===== config.mk =====
export PLATFORM = sky130hd
export DESIGN_NAME = pingpong_bank_ctrl
export DESIGN_NICKNAME = d
export VERILOG_FILES = /design/src/rtl/ecg_pp_pkg.sv /design/src/rtl/pingpong_bank_ctrl_rd_lat_pipe.sv /design/src/rtl/pingpong_bank_ctrl.sv
export SDC_FILE = /design/constraint.sdc
export NUM_CORES = 1
export LEC_CHECK = 0
export BUFFER_PORTS_ARGS = -buffer_cell sky130_fd_sc_hd__buf_4
export CORE_UTILIZATION = 35
export CTS_CLUSTER_DIAMETER = 200
export DETAILED_ROUTE_END_ITERATION = 16
export PLACE_DENSITY = 0.65
export SLEW_MARGIN = 25
export SYNTH_ARGS = -nofsm -noshare
export SYNTH_HDL_FRONTEND = slang
export SYNTH_HIERARCHICAL = 1
export SYNTH_SLANG_ARGS = --single-unit

===== constraint.sdc =====
create_clock -name clk -period 3.2 [get_ports clk]
set_input_delay 0.64 -clock clk [delete_from_list [all_inputs] [get_ports clk]]
set_output_delay 0.64 -clock clk [all_outputs]
set_load 0.01 [all_outputs]

===== src/rtl/ecg_pp_pkg.sv =====
// ecg_pp_pkg: read-state enum and sizing constants shared by the ping-pong bank controller
package ecg_pp_pkg;
  typedef enum logic [1:0] {RD_IDLE, RD_READ, RD_DRAIN} rd_state_t;
  localparam int DEF_ADDR_W = 12;
  localparam int MIN_LEN = 2;
endpackage


===== src/rtl/pingpong_bank_ctrl_rd_lat_pipe.sv =====
// rd_lat_pipe: RD_LAT-deep valid shift register; in_v (rd_en) emerges as out_v (rd_pair_valid), cleared by rst
module rd_lat_pipe #(
  parameter int RD_LAT = 1
) (
  input  logic clk,
  input  logic rst,
  input  logic in_v,
  output logic out_v
);
  logic [RD_LAT-1:0] sr;
  always_ff @(posedge clk) sr <= rst ? '0 : (sr << 1) | RD_LAT'(in_v);
  assign out_v = sr[RD_LAT-1];
endmodule


===== src/rtl/pingpong_bank_ctrl.sv =====
// pingpong_bank_ctrl: ping-pong BRAM sequencer (clk/rst, load; wr_valid/wr_ready/wr_en/wr_addr; rd_ready/rd_en/addra/addrb/rd_pair_valid; bank, frame_done, overrun); PPB_OVERRUN_DROP_EN drops samples instead of back-pressuring
module pingpong_bank_ctrl
  import ecg_pp_pkg::*;
#(
  parameter int ADDR_W = DEF_ADDR_W,
  parameter int RD_LAT = 1
) (
  input  logic              clk,
  input  logic              rst,
  input  logic [ADDR_W-1:0] load,
  input  logic              wr_valid,
  output logic              wr_ready,
  output logic              wr_en,
  output logic [ADDR_W:0]   wr_addr,
  input  logic              rd_ready,
  output logic              rd_en,
  output logic [ADDR_W:0]   addra,
  output logic [ADDR_W:0]   addrb,
  output logic              rd_pair_valid,
  output logic              bank,
  output logic              frame_done,
  output logic              overrun
);
  logic [ADDR_W-1:0] wr_off, wr_len, rd_off, rd_len, even_len, san_len;
  logic              wr_full, rd_bank, swap, wr_acc, rd_last;
  logic [1:0]        drain_cnt;
  rd_state_t         state, state_nxt;
  assign even_len = {load[ADDR_W-1:1], 1'b0};
  assign san_len  = even_len < ADDR_W'(MIN_LEN) ? ADDR_W'(MIN_LEN) : even_len;
  assign swap     = wr_full & (state == RD_IDLE);
  assign wr_acc   = wr_valid & ~wr_full;
  assign wr_en    = wr_acc;
  assign wr_addr  = {bank, wr_off};
  assign addra    = {rd_bank, rd_off};
  assign addrb    = {rd_bank, rd_off | ADDR_W'(1)};
  assign rd_last  = rd_off == rd_len - ADDR_W'(MIN_LEN);
`ifdef PPB_OVERRUN_DROP_EN
  assign wr_ready = 1'b1;
  always_ff @(posedge clk) overrun <= rst ? 1'b0 : overrun | (wr_valid & wr_full);
`else
  assign wr_ready = ~wr_full;
  assign overrun  = 1'b0;
`endif
  always_comb begin
    rd_en     = (state == RD_READ) & rd_ready;
    state_nxt = swap ? RD_READ :
                (state == RD_READ && rd_en && rd_last) ? RD_DRAIN :
                (state == RD_DRAIN && drain_cnt == 2'(RD_LAT-1)) ? RD_IDLE : state;
  end
  always_ff @(posedge clk) state <= rst ? RD_IDLE : state_nxt;
  // rd_bank is a register rather than ~bank so addra reads 0 until the first swap
  always_ff @(posedge clk) begin
    if (rst) begin
      bank       <= 1'b0;
      rd_bank    <= 1'b0;
      wr_off     <= '0;
      wr_full    <= 1'b0;
      wr_len     <= san_len;
      rd_len     <= '0;
      rd_off     <= '0;
      drain_cnt  <= '0;
      frame_done <= 1'b0;
    end else begin
      frame_done <= swap;
      drain_cnt  <= state == RD_DRAIN ? drain_cnt + 2'd1 : 2'd0;
      if (swap) begin
        bank    <= ~bank;
        rd_bank <= bank;
        wr_off  <= '0;
        wr_full <= 1'b0;
        rd_len  <= wr_len;
        wr_len  <= san_len;
        rd_off  <= '0;
      end else begin
        if (wr_acc && wr_off == wr_len - ADDR_W'(1)) wr_full <= 1'b1;
        else if (wr_acc) wr_off <= wr_off + ADDR_W'(1);
        if (rd_en && !rd_last) rd_off <= rd_off + ADDR_W'(2);
      end
    end
  end
  rd_lat_pipe #(.RD_LAT(RD_LAT)) u_pipe (
    .clk  (clk),
    .rst  (rst),
    .in_v (rd_en),
    .out_v(rd_pair_valid)
  );
endmodule

==> summary.md, run 1 <==
| Metric | Value |
|---|---|
| Status | finished, final reports clean |
| Gr ovfl total | 0 |
| Gate Count Post-Synth | 360 |
| Sw Share | 0.252 |
| Die W | 96.3 um |
| PwrDens | 340 nW/um2 |
| Pins Over Slew Limit | 0 |
| Comb pwr share | 0.075 |
| Filler Cells Inserted | 888 |
| DRC viols | 0 |
| Final wirelength | 6470 um |
| Final Setup Violations | 0 |
| Post-synthesis sequential area ratio | 0.383 |
| Vias per cell | 5.15 |
| Max_cap viols | 0 |
| Buffers on Ports | 57 |
| Internal | 0.906 mW |
| DRT iter0 DRCs | 60 |
| Syn Area/Cell | 8.64 um2 |
| Ratio of final minimum period to clock period | 0.865 |
| Synth area leaders | dfxtp_1 (28%), edfxtp_1 (11%), nand2_1 (5.5%), xnor2_1 (4.5%), buf_4 (4.1%) |
| Layout Skew | 0.00751 ns |
| Leak Pwr | 1.33 nW |
| Total negative setup slack | 0 ns |
| Synth cell types | 58 |
| Total track usage | 0.151 |
| Layout area overhead | 14.5% |
| Max Clock Freq | 0.361 GHz |
| Req. time, crit path | 3.45 ns |
| Pin count of the biggest net entering global routing | 23 |
| CORE AREA | 8680 um2 |
| Syn Std Cell Area | 3110 um2 |
| # rows | 34 |
| CTS sink count | 54 |
| Clk Latency, worst-skew pair | 0.31 ns |
| Clock buffer count from CTS | 5 |
| Drt pass-1 iters | 4 |
| Post-CTS sizing | 0 |
| Longest Clk Path Bufs | 2 |
| Nets | 410 |
| DIE AREA | 9270 um2 |
| First-pass GRT wire length | 10,900 um |
| Async SR Flop Fraction | 0 |
| CTS Root Cell | clkbuf_8 |
| Htree depth | 2 |
| HPWL after DPL | 4920 um |
| Primary FF master, synth | dfxtp_1 |
| Inserted Diodes | 0 |
| CTS tree | yes |
| Slew @ Worst Pin | 0.502 ns |
| Initial antenna violation count | 0 |
| Dpl cells | 490 |
| Final Hold Viols | 0 |
| Top cell type's share of synthesized area | 0.277 |
| Seq cells post-synth | 54 |
| Slew headroom | 0.661 |
| RSZ-0062 raised after global routing | no |
| Drt wl/cell | 13.0 um |
| Initial Utilization | 0.359 |
| Die Y | 96.3 um |
| Vias | 2,563 |
| Number of global-route vias before repair | 2,388 |
| Startpoint Class | register |
| Final ANT Viol Nets | 0 |
| Crit path max fanout | 8 |
| I/O pins | 62 |
| Final min period | 2.77 ns |
| Gpl congestion | 0.795 |
| Seq pwr share | 0.605 |
| Cts hold-fix bufs | 0 |
| Layout cell share with drive strength beyond 1 | 0.218 |
| CP Capture Type | register |
| Clock slew at reported path FFs | 0.10 ns |
| Net switching power | 0.306 mW |
| Setup Buffers After CTS | 0 |
| Final instance count without filler cells | 498 |
| Area leader, netlist | dfxtp_1 |
| Clock share of power | 0.320 |
| Post-synth EDFFs | 11 |
| Synth warnings | 6 |
| Crit Path Class | register to register |
| Max IR drop VDD | 237 uV |
| Critical Path AT | 3.01 ns |
| Hold Crit Class | register to register |
## layout make-up
class / instances / area, um2 / share of cell area
Clock buffer: 5 / 68.8 / 0.0193
Tap cell: 108 / 135 / 0.0379
Timing Repair Buffer: 60 / 450 / 0.126
Sequential cell: 54 / 1190 / 0.334
Clock inverter: 3 / 21.3 / 0.00597
Multi-Input combinational cell: 254 / 1640 / 0.461
Inverter: 14 / 52.6 / 0.0147
## flip-flops by register name (all words and copies together), names as in the netlist, 2 cells and up
name and count:
drain_cnt 2, wr_len 11, rd_len 11, wr_off 12, rd_off 11, state 2
## per-layer routing
layer,up-vias,global-route usage,share of wire
met5,-,0,0
met4,0,0.0331,0.0074
met3,8,0.0300,0.038
met2,51,0.271,0.48
met1,1188,0.187,0.48
li1,1316,-,-
## cells in the mapped netlist (9+ instances only)
library cell,count
buf_4,17
nand2_1,46
a21oi_1,24
inv_1,13
nor4_1,9
xnor2_1,16
edfxtp_1,11
clkbuf_1,18
nand3_1,9
nor2_1,20
dfxtp_1,43
or3_1,10
o21ai_0,11
or4_1,10
xor2_1,13
## worst max-delay path, stage by stage (launching register included)
cell and delay [ns]:
edfxtp_1 0.52, inv_1 0.12, ha_1 0.25, nor3b_1 0.39
nand3_1 0.15, xnor2_1 0.17, nand4_1 0.28, o21ai_2 0.17
or4_1 0.52, a21oi_1 0.14
## metrics by stage
stage | hold slack, ns | instance area [um2] | power [mW] | setup slack (ns) | util
6_report | 0.427 | 3560 | 1.21 | 0.434 | 0.411
3_5_place_dp | 0.416 | 3470 | 0.840 | 0.407 | 0.400
4_1_cts | 0.431 | 3560 | 1.23 | 0.405 | 0.411
5_1_grt | 0.465 | 3560 | 1.26 | 0.183 | 0.411
3_3_place_gp | 0.411 | 3470 | 0.837 | 0.465 | 0.400
2_1_floorplan | 0.401 | 3120 | 0.806 | 0.639 | -
## final timing paths
| kind | startpoint | endpoint | slack [ns] | cells after the start |
|---|---|---|---|---|
| max | wr_len[1] | wr_off[5] | 0.43 | 9 |
| min | drain_cnt[0] | drain_cnt[0] | 0.43 | 1 |
| max reg2reg | wr_len[1] | wr_off[5] | 0.43 | 9 |
| min reg2reg | drain_cnt[0] | drain_cnt[0] | 0.43 | 1 |
## power by group through the flow
stage | clock (mW) | sequential [mW] | combinational, mW
CTS | 0.402 | 0.734 | 0.0915
finish | 0.388 | 0.734 | 0.0906
global route | 0.426 | 0.737 | 0.101
global placement | 0 | 0.749 | 0.0880
floorplan | 0 | 0.741 | 0.0659
detailed placement | 0 | 0.749 | 0.0910
## logic make-up after synthesis
group                    count (synthesis)  synth area share
buffers and inverters                   53            0.0901
adder cells (fa/ha/maj)                  5            0.0201
XOR/XNOR                                29            0.0816
AO/OA/AOI/OAI                           69             0.155
AND/OR/NAND/NOR                        144             0.255
multiplexers                             4            0.0129
other                                    2           0.00241
flip-flops                              54             0.383
## cell usage in the layout, fill, tap and decap left out, types with 2 or more instances in the layout
cell       n
o31ai_1    5
o21a_1     4
nor2b_1    5
o21ai_1    2
and2_1     2
dfxtp_1   43
o41ai_1    2
o21ai_2    2
clkbuf_8   5
conb_1     3
and3b_1    2
ha_1       5
xnor2_1   16
nor4_1     9
nor4b_1    3
or3_1     10
o311ai_0   3
nand3_1    9
nor3_1     8
buf_4     60
nor3b_1    3
a31o_2     2
inv_1     13
nand2_1   46
or4_1     10
o211ai_1   4
o21ai_0   11
a21oi_1   24
mux2i_1    4
xor2_1    13
nand4_1    5
nor2_1    20
edfxtp_1  11
No activity file was read; power rests on OpenSTA's default activity.
==> inputs of run 2 (changes only) <==
Settings changed: PLACE_DENSITY 0.65 to 0.67.
Clock period 3.2 ns to 2.32 ns, I/O delays scaled along.
==> run 2 against run 1 <==
The run now ends with setup timing left; critical path depth did not move; count of clock-buffer cells in the layout rose by 2; worst setup slack got worse by 0.63 ns; via count rose by 8.9%; flip-flop and latch count did not move; register-to-register slack got worse by 0.63 ns; sequential share of layout area fell by 3.5 points; core utilization rose by 4.8 points; wire length rose by 13%; largest cell class unchanged; largest power group unchanged; highest routed layer unchanged.
==> summary.md, run 2 (synthesis gave the netlist of run 1 again) <==
| Metric | Value |
|---|---|
| Status | finished with violations |
| Failing checks | setup timing |
| Worst Reg-to-Reg Cells | 9 |
| Nets | 447 |
| CTS tree | yes |
| CORE AREA | 8680 um2 |
| Initial Utilization | 0.359 |
| Final Util | 0.459 |
| Setup WS pre-CTS | -0.160 ns |
| Number of global-route vias before repair | 2,643 |
| Ratio of final minimum period to clock period | 1.08 |
| Final ANT Viol Nets | 0 |
| Final min period | 2.52 ns |
| Clock buffer count from CTS | 5 |
| Final Setup Violations | 25 |
| DRC viols | 0 |
| Clock slew at reported path FFs | 0.10 ns |
| DIE AREA | 9270 um2 |
| Leak Pwr | 1.54 nW |
| Gr ovfl total | 0 |
| RSZ-0062 raised after global routing | yes |
| CP Capture Type | register |
| Layout cell share with drive strength beyond 1 | 0.342 |
| Vias | 2,791 |
| Filler Cells Inserted | 857 |
| I/O pins | 62 |
| Slew headroom | 0.630 |
| First-pass GRT wire length | 12,100 um |
| Htree depth | 2 |
| Hold Crit Class | input port to register |
| Final instance count without filler cells | 535 |
| Drt wl/cell | 13.7 um |
| Clk Latency, worst-skew pair | 0.31 ns |
| # rows | 34 |
| Max Clock Freq | 0.397 GHz |
| Most common cell after layout, fill and taps aside | buf_4 |
| RR Endpoint | state[0] |
| CP startpoint | rd_len[2] |
| CTS sink count | 54 |
| Post-DP Area | 3790 um2 |
| Layout Skew | 0.0139 ns |
| Crit path max fanout | 4 |
| Setup crit end | state[0] |
| Final wirelength | 7310 um |
| Setup WS post-layout | -0.197 ns |
| Initial antenna violation count | 0 |
| PwrDens | 423 nW/um2 |
| Layout area overhead | 28.0% |
| Die W | 96.3 um |
| Req. time, crit path | 2.53 ns |
| Critical Path AT | 2.73 ns |
| Max_cap viols | 0 |
| Highest-count cells in the layout ignoring fill and taps | buf_4 (92), nand2_1 (45), dfxtp_1 (41) |
| Max reg flops | 12 |
| CTS Root Cell | clkbuf_8 |
| Reg-to-reg critical path startpoint | rd_len[2] |
| Vias per cell | 5.22 |
| Die Y | 96.3 um |
| Reg2reg setup slack | -0.20 ns |
| Crit Path Class | register to register |
| Longest Clk Path Bufs | 2 |
| Pin count of the biggest net entering global routing | 23 |
| Gpl congestion | 0.889 |
| Pins Over Slew Limit | 0 |
| DRT iter0 DRCs | 113 |
| Final Hold Viols | 0 |
| Total track usage | 0.168 |
| Slew @ Worst Pin | 0.547 ns |
| Inserted Diodes | 0 |
| Drt pass-1 iters | 4 |
| Dpl cells | 525 |
| Buffers on Ports | 57 |
| Biggest register | wr_off |
| Startpoint Class | register |
| Tot Pwr | 1.68 mW |
| Post-route cell area | 3980 um2 |
| Max IR drop VDD | 276 uV |
| HPWL after DPL | 5490 um |
-- run 2: layout make-up --
type,instances,area [um2],area share
Clock buffer,7,76.3,0.0192
Clock inverter,1,7.51,0.00188
Inverter,14,52.6,0.0132
Multi-Input combinational cell,254,1770,0.445
Sequential cell,54,1190,0.300
Tap cell,108,135,0.0339
Timing Repair Buffer,97,747,0.187
-- run 2: what timing repair did --
action                                  CTS  global route
hold buffers                              0             0
resized for setup                         5            21
endpoints found under the setup margin   25            26
endpoints found under the hold margin     0             0
pin swaps                                 4            18
setup buffers                             0             2
-- run 2: per-stage QoR --
step	hold slack [ns]	TNS (ns)
2_1_floorplan	0.401	-1.14
3_3_place_gp	0.410	-1.65
3_5_place_dp	0.417	-2.41
4_1_cts	0.321	-2.81
5_1_grt	0.309	-5.90
6_report	0.328	-2.92
-- run 2: critical path: stages (launching register included) --
cell and delay, ns:
dfxtp_2 0.33, inv_2 0.06, ha_4 0.13, or4b_4 0.48
o21a_1 0.21, or4_1 0.39, and3_4 0.19, nor3_4 0.28
nand2_2 0.11, a31o_2 0.24
-- run 2: worst min-delay path by stage --
stage | startpoint | end | slack [ns] | cells past startpoint
floorplan | drain_cnt[0] | drain_cnt[0] | 0.40 | 1
global placement | drain_cnt[0] | drain_cnt[0] | 0.41 | 1
detailed placement | drain_cnt[0] | drain_cnt[0] | 0.42 | 1
CTS | load[5] | wr_len[5] | 0.32 | 1
global route | load[2] | wr_len[2] | 0.31 | 1
finish | load[5] | wr_len[5] | 0.33 | 1
-- run 2: routing by layer --
layer	up-vias	wire length, um	GRT usage
met4	0	56	0.0466
li1	1385	-	-
met5	-	0	0
met2	78	3660	0.297
met3	7	297	0.0308
met1	1321	3290	0.209
-- run 2: power by group --
group	internal, mW	switching (mW)	total (mW)
Sequential	0.978	0.0211	0.999
Clock	0.214	0.304	0.518
Combinational	0.0776	0.0889	0.166
